--- config.mk ---
export PLATFORM = sky130hd
export DESIGN_NAME = phy_pp_drv_ctrl
export DESIGN_NICKNAME = d
export VERILOG_FILES = /design/src/rtl/i3c_phy_pkg.sv /design/src/rtl/phy_pp_drv_ctrl.sv
export SDC_FILE = /design/constraint.sdc
export NUM_CORES = 1
export LEC_CHECK = 0
export ABC_AREA = 1
export BUFFER_PORTS_ARGS = -buffer_cell sky130_fd_sc_hd__buf_4
export CORE_UTILIZATION = 51
export DETAILED_ROUTE_END_ITERATION = 6
export PLACE_DENSITY = 0.84
export SLEW_MARGIN = 10
export SYNTH_ARGS = -nofsm -noshare
export SYNTH_HDL_FRONTEND = slang
export SYNTH_SLANG_ARGS = --single-unit
--- constraint.sdc ---
create_clock -name clk_i -period 1.8 [get_ports clk_i]
set_input_delay 0.27 -clock clk_i [delete_from_list [all_inputs] [get_ports clk_i]]
set_output_delay 0.27 -clock clk_i [all_outputs]
set_load 0.005 [all_outputs]
--- src/rtl/i3c_phy_pkg.sv ---
// rtl/i3c_phy_pkg.sv - shared types for the I3C PHY push-pull driver controller
package i3c_phy_pkg;

  typedef enum logic [1:0] {
    DrvOff  = 2'd0,
    DrvHigh = 2'd1,
    DrvLow  = 2'd2,
    DrvGap  = 2'd3
  } drv_state_e;

  typedef enum logic [1:0] {
    TgtOff  = 2'd0,
    TgtHigh = 2'd1,
    TgtLow  = 2'd2
  } drv_tgt_e;

endpackage

--- src/rtl/phy_pp_drv_ctrl.sv ---
// rtl/phy_pp_drv_ctrl.sv - push-pull driver enable sequencer with break-before-make gap
module phy_pp_drv_ctrl
  import i3c_phy_pkg::*;
#(
  parameter int DeadTimeW = 4
) (
  input  logic                 clk_i,
  input  logic                 rst_ni,
  input  logic                 drive_en_i,
  input  logic                 data_i,
  input  logic                 od_mode_i,
  input  logic [DeadTimeW-1:0] dead_cycles_i,
  output logic                 pull_up_en_o,
  output logic                 pull_down_en_o,
  output logic                 busy_o
);

  drv_tgt_e             tgt;
  drv_state_e           state_q, state_d;
  logic [DeadTimeW-1:0] cnt_q, cnt_d;

  // Open-drain high means release: only the pull-down is ever driven in that mode.
  always_comb begin
    tgt = TgtOff;
    if (drive_en_i) begin
      if (!data_i)         tgt = TgtLow;
      else if (!od_mode_i) tgt = TgtHigh;
    end
  end

  always_comb begin
    state_d = state_q;
    cnt_d   = cnt_q;
    case (state_q)
      DrvOff: begin
        if (tgt == TgtHigh)     state_d = DrvHigh;
        else if (tgt == TgtLow) state_d = DrvLow;
      end
      DrvHigh: begin
        if (tgt == TgtOff) state_d = DrvOff;
        else if (tgt == TgtLow) begin
          if (dead_cycles_i == '0) state_d = DrvLow;
          else begin
            state_d = DrvGap;
            cnt_d   = dead_cycles_i - DeadTimeW'(1);
          end
        end
      end
      DrvLow: begin
        if (tgt == TgtOff) state_d = DrvOff;
        else if (tgt == TgtHigh) begin
          if (dead_cycles_i == '0) state_d = DrvHigh;
          else begin
            state_d = DrvGap;
            cnt_d   = dead_cycles_i - DeadTimeW'(1);
          end
        end
      end
      DrvGap: begin
        // The gap always runs to completion; only a release cuts it short.
        if (tgt == TgtOff) begin
          state_d = DrvOff;
          cnt_d   = '0;
        end else if (cnt_q != '0) begin
          cnt_d = cnt_q - DeadTimeW'(1);
        end else begin
          state_d = (tgt == TgtHigh) ? DrvHigh : DrvLow;
        end
      end
      default: state_d = DrvOff;
    endcase
  end

  always_ff @(posedge clk_i or negedge rst_ni) begin
    if (!rst_ni) begin
      state_q        <= DrvOff;
      cnt_q          <= '0;
      pull_up_en_o   <= 1'b0;
      pull_down_en_o <= 1'b0;
      busy_o         <= 1'b0;
    end else begin
      state_q <= state_d;
      cnt_q   <= cnt_d;
      case (state_d)
        DrvHigh: begin pull_up_en_o <= 1'b1; pull_down_en_o <= 1'b0; busy_o <= 1'b0; end
        DrvLow:  begin pull_up_en_o <= 1'b0; pull_down_en_o <= 1'b1; busy_o <= 1'b0; end
        DrvGap:  begin pull_up_en_o <= 1'b0; pull_down_en_o <= 1'b0; busy_o <= 1'b1; end
        default: begin pull_up_en_o <= 1'b0; pull_down_en_o <= 1'b0; busy_o <= 1'b0; end
      endcase
    end
  end

  a_never_both : assert property (@(posedge clk_i) disable iff (!rst_ni)
    !(pull_up_en_o && pull_down_en_o));
  a_busy_off : assert property (@(posedge clk_i) disable iff (!rst_ni)
    busy_o |-> (!pull_up_en_o && !pull_down_en_o));

endmodule

# Word-level counts from Yosys, hierarchy flattened
# Cells that the tools add are included.
dict set report op_classes {
  shifts 0
  div 0
  bitwise_logic 0
  n_eq_ne 13
  mux 26
  add_sub_neg 2
  reduce_logical 6
  n_mul 0
  magnitude_cmp 0
}
# operator count
set ops {}
lappend ops {{4-bit 2-to-1 mux} 7}
lappend ops {{2-bit 2-to-1 mux} 12}
lappend ops {{4-bit case mux with 3 select lines} 1}
lappend ops {{2-bit equality test (second input constant)} 5}
lappend ops {{2-bit != test (second input constant)} 4}
lappend ops {{2-bit case mux with 4 select lines} 1}
lappend ops {{4-bit by 1-bit subtractor with 4-bit output (second input constant)} 2}
lappend ops {{2-bit by 1-bit equality test with 1-bit output (second input constant)} 3}
lappend ops {{6-bit AND reduction} 1}
lappend ops {{1-bit 2-to-1 mux} 5}
lappend ops {{2-bit logical NOT} 2}
lappend ops {{4-bit logical NOT} 1}
lappend ops {{4-bit nonzero test} 1}
lappend ops {{3-bit != test (second input constant)} 1}
lappend ops {{3-bit nonzero test} 1}
dict set report totals {
  register_bits 9
  n_memories 0
  rom_bits 0
  out_inout_bits 3
  mem_bits_rw 0
  latch_bits 0
  elab_cells 52
}

# Logic depth before layout (Yosys ltp)
# Gate-level depths: netlist of run 1.
dict set report depth {
  ltp_word 10
  ltp_mapped 10
  ltp_nobuf 10
}

# Worst setup path before layout of run 1
# Ideal clock, no wire load.
dict set report synth_path {
  path_type {register -> register}
  start {register cnt_q[0]}
  end {register pull_down_en_o}
  n_path_buf 0
  path_stages_with_launch 10
  t_arrival_ps 1132
  required_ps 1677
  setup_slack_ps 545
  setup_time_ps 123
  period_less_slack_ps 1255
  path_cell_list {dfrtp_1 > inv_1 > ha_1 > nand2_1 > nor2_2 > nand2_1 > nand2_1 > nand2_1 > nor2_1 > nor2_1}
}
dict set report synth_between {
  elab_chain_len 6
}
# element line_no
set synth_lines {}
lappend synth_lines {{start, declared} phy_pp_drv_ctrl.sv:20} ;# logic [DeadTimeW-1:0] cnt_q, cnt_d;
lappend synth_lines {{start signal, assigned} phy_pp_drv_ctrl.sv:83} ;# cnt_q <= cnt_d;
lappend synth_lines {{4-bit nonzero test} phy_pp_drv_ctrl.sv:64} ;# end else if (cnt_q != '0) begin
lappend synth_lines {{2-bit 2-to-1 mux} phy_pp_drv_ctrl.sv:64}
lappend synth_lines {{2-bit 2-to-1 mux} phy_pp_drv_ctrl.sv:61} ;# if (tgt == TgtOff) begin
lappend synth_lines {{2-bit case mux with 4 select lines} phy_pp_drv_ctrl.sv:34} ;# case (state_q)
lappend synth_lines {{2-bit equality test} phy_pp_drv_ctrl.sv:84} ;# case (state_d)
lappend synth_lines {{1-bit 2-to-1 mux} phy_pp_drv_ctrl.sv:84}
lappend synth_lines {{end signal, assigned} phy_pp_drv_ctrl.sv:85} ;# DrvHigh: begin pull_up_en_o <= 1'b1; pull_down_en_o <= 1'b0; busy_o <= 1'b0; end
lappend synth_lines {{end signal, assigned} phy_pp_drv_ctrl.sv:86} ;# DrvLow: begin pull_up_en_o <= 1'b0; pull_down_en_o <= 1'b1; busy_o <= 1'b0; end
lappend synth_lines {{end signal, assigned} phy_pp_drv_ctrl.sv:87} ;# DrvGap: begin pull_up_en_o <= 1'b0; pull_down_en_o <= 1'b0; busy_o <= 1'b1; end
lappend synth_lines {{end, declared} phy_pp_drv_ctrl.sv:14} ;# output logic pull_down_en_o,
# Every way passes these cells.
# A chain may end at the register's enable or synchronous reset.

# Worst setup path in the final report of run 1
# Same ends and word-level chain as after synthesis.

==> results of run 1 <==
## area by class of cell
class                   instances  share of cell area (%)
repair buffers                 12                    11.3
clock buffers                   4                    3.22
well taps                      14                    2.14
flip-flops and latches          9                    27.6
inverters                      19                    8.88
multi-input cells              73                    46.9
## cell families (layout without fill, tap and decap cells)
family | Yosys count | count (layout)
XOR/XNOR | 1 | 1
adder cells (fa/ha/maj) | 3 | 3
AO/OA/AOI/OAI | 12 | 12
flip-flops | 9 | 9
AND/OR/NAND/NOR | 57 | 57
buffers and inverters | 19 | 35
## placed cells by master (no fill, tap or decap), types with 2 or more instances in the layout
| cell type | Yosys | routed |
|---|---|---|
| nand3_2 | 2 | 2 |
| ha_1 | 3 | 3 |
| a21oi_1 | 3 | 3 |
| nand4_1 | 2 | 2 |
| inv_1 | 18 | 18 |
| o22ai_1 | 2 | 2 |
| nor2_1 | 11 | 11 |
| nand2_1 | 23 | 23 |
| o21ai_0 | 5 | 5 |
| nand3_1 | 11 | 11 |
| dfrtp_1 | 9 | 9 |
| buf_4 | 0 | 11 |
| clkbuf_4 | 0 | 3 |
| nand2_2 | 6 | 6 |
## per-stage QoR
stage               util (%)  power, W  setup slack (ps)
CTS                     69.8  0.000811               352
detailed placement      66.7  0.000656               376
floorplan                  -  0.000560               545
global placement        66.7  0.000642               434
finish                  69.8  0.000806               356
global route            69.8  0.000876               204
## worst max-delay path, stage by stage (launching register included)
cell	delay (ps)
dfrtp_1	370
inv_1	130
ha_1	200
nand2_1	70
nor2_2	120
nand2_1	70
nand2_1	60
nand2_1	50
nor2_1	180
nor2_1	80
## cells in the mapped netlist
master	count
a21oi_1	3
a21oi_2	1
clkinv_2	1
dfrtp_1	9
ha_1	3
inv_1	18
nand2_1	23
nand2_2	6
nand3_1	11
nand3_2	2
nand4_1	2
nor2_1	11
nor2_2	1
nor2_4	1
o21ai_0	5
o21ai_1	1
o22ai_1	2
xnor2_1	1
## path summary, 6_finish.rpt
| path | endpoint | start | slack, ps |
|---|---|---|---|
| setup reg to reg | pull_down_en_o$_DFF_PN0_ | cnt_q[0]$_DFFE_PN0P_ | 360 |
| max in group asynchronous | cnt_q[0]$_DFFE_PN0P_ | rst_ni | 1310 |
| hold / removal | state_q[1]$_DFF_PN0_ | rst_ni | 360 |
| hold reg to reg | cnt_q[0]$_DFFE_PN0P_ | cnt_q[0]$_DFFE_PN0P_ | 600 |
| setup / recovery | pull_down_en_o$_DFF_PN0_ | cnt_q[0]$_DFFE_PN0P_ | 360 |
| min in group clk_i | cnt_q[0]$_DFFE_PN0P_ | dead_cycles_i[0] | 360 |
## sequential cells by signal, indices dropped and copies added (netlist names)
register	count
pull_up_en_o	1
state_q	2
busy_o	1
cnt_q	4
pull_down_en_o	1
## layer usage
layer  GRT usage, %  vias to the layer above
met5              0                        -
met4           10.3                        0
met3           3.49                        0
met2           34.6                       18
met1           28.3                      291
li1               -                      354
## power by group
group	switching [W]	total [W]	internal (W)
registers	0.0000357	0.000297	0.000261
logic	0.000216	0.000360	0.000144
clock network	0.0000642	0.000149	0.0000850
total	0.000316	0.000806	0.000490
## repair_timing
action | CTS | global route
gates resized for setup | 0 | 0
hold buffers | 1 | 0
endpoints found under the hold margin | 9 | 0
==> results.json, run 1 <==
{
  "setup_tns_ps": 0,
  "setup_viol": 0,
  "clk_path_buf_depth": 2,
  "portBuffers": 11,
  "placementRows": 12,
  "dpl.hpwl_mm": 1.09,
  "yosysUniqueCellTypes": 18,
  "gr-total-overflow": 0,
  "required_ps": 1930,
  "setup.worst_path.class": "reg -> reg",
  "area_growth_pct": 20.0,
  "cts_setup_buffers": 0,
  "post-route-drc-count": 0,
  "finalHoldViolations": 0,
  "yosys_register_bits": 9,
  "synth_compound_area_share_pct": 9.74,
  "grt_usage_pct": 21.7,
  "skew_ps": 5.98,
  "diodes": 0,
  "grt_max_degree": 10,
  "cp-start-kind": "flip-flop",
  "root_buffer": "clkbuf_4",
  "wl_per_cell_um": 10.1,
  "seqCellArea_sq_um": 225,
  "clock_latency_ps": 260,
  "grt_pass1_wl_mm": 2.18,
  "power_density_nw_per_um2": 986,
  "initial_core_util_pct": 58.1,
  "num-fill-cells": 113,
  "gp_congestion": 0.873,
  "rsz0062_at_grt": "false",
  "synthAdderAreaFrac_pct": 5.51,
  "finalHoldWorstSlack_ps": 356,
  "maxSlewHeadroom_pct": 85.1,
  "die_w_um": 38.5,
  "final_layout_size_suffix_gt1_share_pct": 22.2,
  "avgSynthCellArea_sq_um": 6.74,
  "yosysWarnings": 0,
  "max_freq_mhz": 693,
  "cts_tree": "yes",
  "dr_wl_met2_um": 625,
  "synth_top_area_cell": "dfrtp_1",
  "ioPinCount": 12,
  "clkSinkCount": 9,
  "vias_per_cell": 5.06,
  "antenna_found_initial": 0,
  "htree_levels": 1,
  "core-area_sq_um": 1170,
  "maxSlewViolCount": 0,
  "cp-end-kind": "flip-flop",
  "synth_area_sq_um": 681,
  "syn-num-nets": 113,
  "ir_drop_uv": 752,
  "vias": 663,
  "numCtsBuffers": 3,
  "synth_mux_area_share_pct": 0,
  "arrival_ps": 1580,
  "dieArea_sq_um": 1480,
  "fin_nets": 130,
  "first_pass_iters": 4,
  "fin_crit_sh_pct": 80.2,
  "multiInputGateArea_sq_um": 383,
  "outcome": "complete, no violations",
  "worst-path-max-fanout": 5,
  "synth_top_family_by_area": "simple AND/OR/NAND/NOR gates",
  "met3RoutedLength_um": 67,
  "ant_nets": 0,
  "wl_mm": 1.32,
  "seq_area_frac_synth_pct": 33.1,
  "final-instance-count-excl-fill": 131,
  "max_cap_violations": 0,
  "die_h_um": 38.5,
  "dp_cells": 126,
  "clk_pin_slew_ps": 60,
  "met1_length_um": 625,
  "fin_area_sq_um": 817,
  "reg2reg_depth": 9,
  "netlist_instances": 101,
  "worstHoldPathType": "in -> async",
  "synth.top_cell.area_share_pct": 33.1,
  "synth.area.top_cells": "dfrtp_1, nand2_1, inv_1, nand3_1, nor2_1",
  "drtIter0Drc": 18,
  "leakagePower_nw": 0.447,
  "min_period_ps": 1440,
  "synth_xor_area_share_pct": 1.29,
  "tightestPinTransition_ps": 221,
  "first_global_vias": 558,
  "synthSimpleGateAreaFrac_pct": 39.7,
  "postPlaceCellArea_sq_um": 781,
  "top_layer": "met3"
}
Power figures use the tool's default switching activity.
==> inputs of run 2 (changes only) <==
clock period = 1.4 ns   (was 1.8 ns; I/O delays follow)
==> results.json, run 2 (synthesis gave the netlist of run 1 again) <==
{
  "clk_pin_slew_ps": 60,
  "largest_reg_flops": 4,
  "gr-total-overflow": 0,
  "numCtsBuffers": 3,
  "dp_cells": 128,
  "tightestPinTransition_ps": 297,
  "finalHoldWorstSlack_ps": 297,
  "utilization_pct": 74.9,
  "leakagePower_nw": 0.459,
  "min_from": "dead_cycles_i[0]",
  "post-route-drc-count": 0,
  "clkSinkCount": 9,
  "worst-path-max-fanout": 3,
  "grt_pass1_wl_mm": 2.28,
  "ioPinCount": 12,
  "arrival_ps": 1450,
  "area_growth_pct": 28.9,
  "die_h_um": 38.5,
  "root_buffer": "clkbuf_4",
  "setup.worst_path.class": "reg -> reg",
  "initial_core_util_pct": 58.1,
  "portBuffers": 11,
  "grt_usage_pct": 22.2,
  "final-instance-count-excl-fill": 133,
  "placementRows": 12,
  "grt_max_degree": 10,
  "worstHoldPathType": "in -> reg",
  "fin_nets": 132,
  "cts_tree": "yes",
  "clock_latency_ps": 250,
  "vias_per_cell": 5.11,
  "maxSlewHeadroom_pct": 80.1,
  "first_global_vias": 567,
  "power_density_nw_per_um2": 1330,
  "startpoint": "cnt_q[1]$_DFFE_PN0P_",
  "maxSlewViolCount": 0,
  "final_layout_size_suffix_gt1_share_pct": 31.9,
  "clk_path_buf_depth": 2,
  "dpl.hpwl_mm": 1.08,
  "htree_levels": 1,
  "cts_setup_buffers": 0,
  "layout_commonest_cell": "nand2_1",
  "required_ps": 1540,
  "die_w_um": 38.5,
  "ant_nets": 0,
  "finalPower_w": 0.00117,
  "reg_top3": "cnt_q (4), state_q (2)",
  "worstReg2RegStart": "cnt_q[1]$_DFFE_PN0P_",
  "skew_ps": 2.22,
  "finalHoldViolations": 0,
  "postPlaceCellArea_sq_um": 796,
  "wl_mm": 1.48,
  "cp-end-kind": "flip-flop",
  "vias": 679,
  "outcome": "complete, no violations",
  "gp_congestion": 0.816,
  "top_register": "cnt_q",
  "core-area_sq_um": 1170,
  "fin_area_sq_um": 877,
  "min_period_ps": 1300,
  "fin_crit_sh_pct": 93.2,
  "first_pass_iters": 4,
  "ir_drop_uv": 895,
  "diodes": 0,
  "drtIter0Drc": 18,
  "antenna_found_initial": 0,
  "max_cap_violations": 0,
  "wl_per_cell_um": 11.1,
  "dieArea_sq_um": 1480,
  "max_freq_mhz": 767,
  "setup_viol": 0,
  "most-common-layout-cells": "nand2_1, inv_1, buf_4",
  "cp-start-kind": "flip-flop"
}
## run 2: cell count changes in the layout (fill, tap and decap cells not counted)
cell | previous run | this run
nand2_1 | 23 | 18
nand2_2 | 6 | 11
buf_4 | 11 | 13
nor2_1 | 11 | 9
nor2_4 | 1 | 3
ha_1 | 3 | 2
ha_4 | 0 | 1
inv_1 | 18 | 17
inv_2 | 0 | 1
nand3_1 | 11 | 10
nand3_2 | 2 | 3
o21ai_0 | 5 | 4
o21ai_1 | 1 | 2
## run 2: worst paths after layout
check,to,slack (ps),depth (start not counted)
setup / recovery,busy_o$_DFF_PN0_,100,9
hold / removal,cnt_q[0]$_DFFE_PN0P_,300,4
setup reg to reg,busy_o$_DFF_PN0_,100,9
hold reg to reg,cnt_q[0]$_DFFE_PN0P_,630,3
max in group asynchronous,state_q[1]$_DFF_PN0_,960,2
min in group asynchronous,cnt_q[3]$_DFFE_PN0P_,310,2
## run 2: worst max-delay path, cell delays in order, from the launching register on
cell and delay (ps):
dfrtp_1 350, inv_1 110, ha_4 150, nand2_2 60, nor2_4 130, nand2_1 70, nand2_2 70, nand2_2 60
nor2_4 140, a21oi_2 40
## run 2: layout make-up
class | count | area [sq um]
inverter | 19 | 72.6
multi-input combinational | 73 | 428
timing repair buffer | 14 | 108
fill | 95 | 294
tap | 14 | 17.5
sequential | 9 | 225
clock buffer | 4 | 26.3
## run 2: per-layer routing
layer	GRT usage [%]	share of wire, %
met1	33.2	49
met2	33.3	46
met3	3.49	4.7
met4	5.17	0.27
met5	0	0
## run 2: stage by stage
stage	setup TNS [ps]	setup slack [ps]
after CTS	0	47.5
final	0	95.7
after detailed placement	0	69.9
after global routing	-10.6	-5.49
after floorplan	0	145
after global placement	0	101
## run 2: power breakdown
group	switching, W	total [W]	internal, W
clock network	0.0000845	0.000194	0.000109
registers	0.0000538	0.000389	0.000335
logic	0.000331	0.000586	0.000255
## run 2: timing repair
action	CTS	global route
hold buffers	1	0
endpoints found under the setup margin	0	6
hold endpoints to repair	9	0
gates resized for setup	0	14
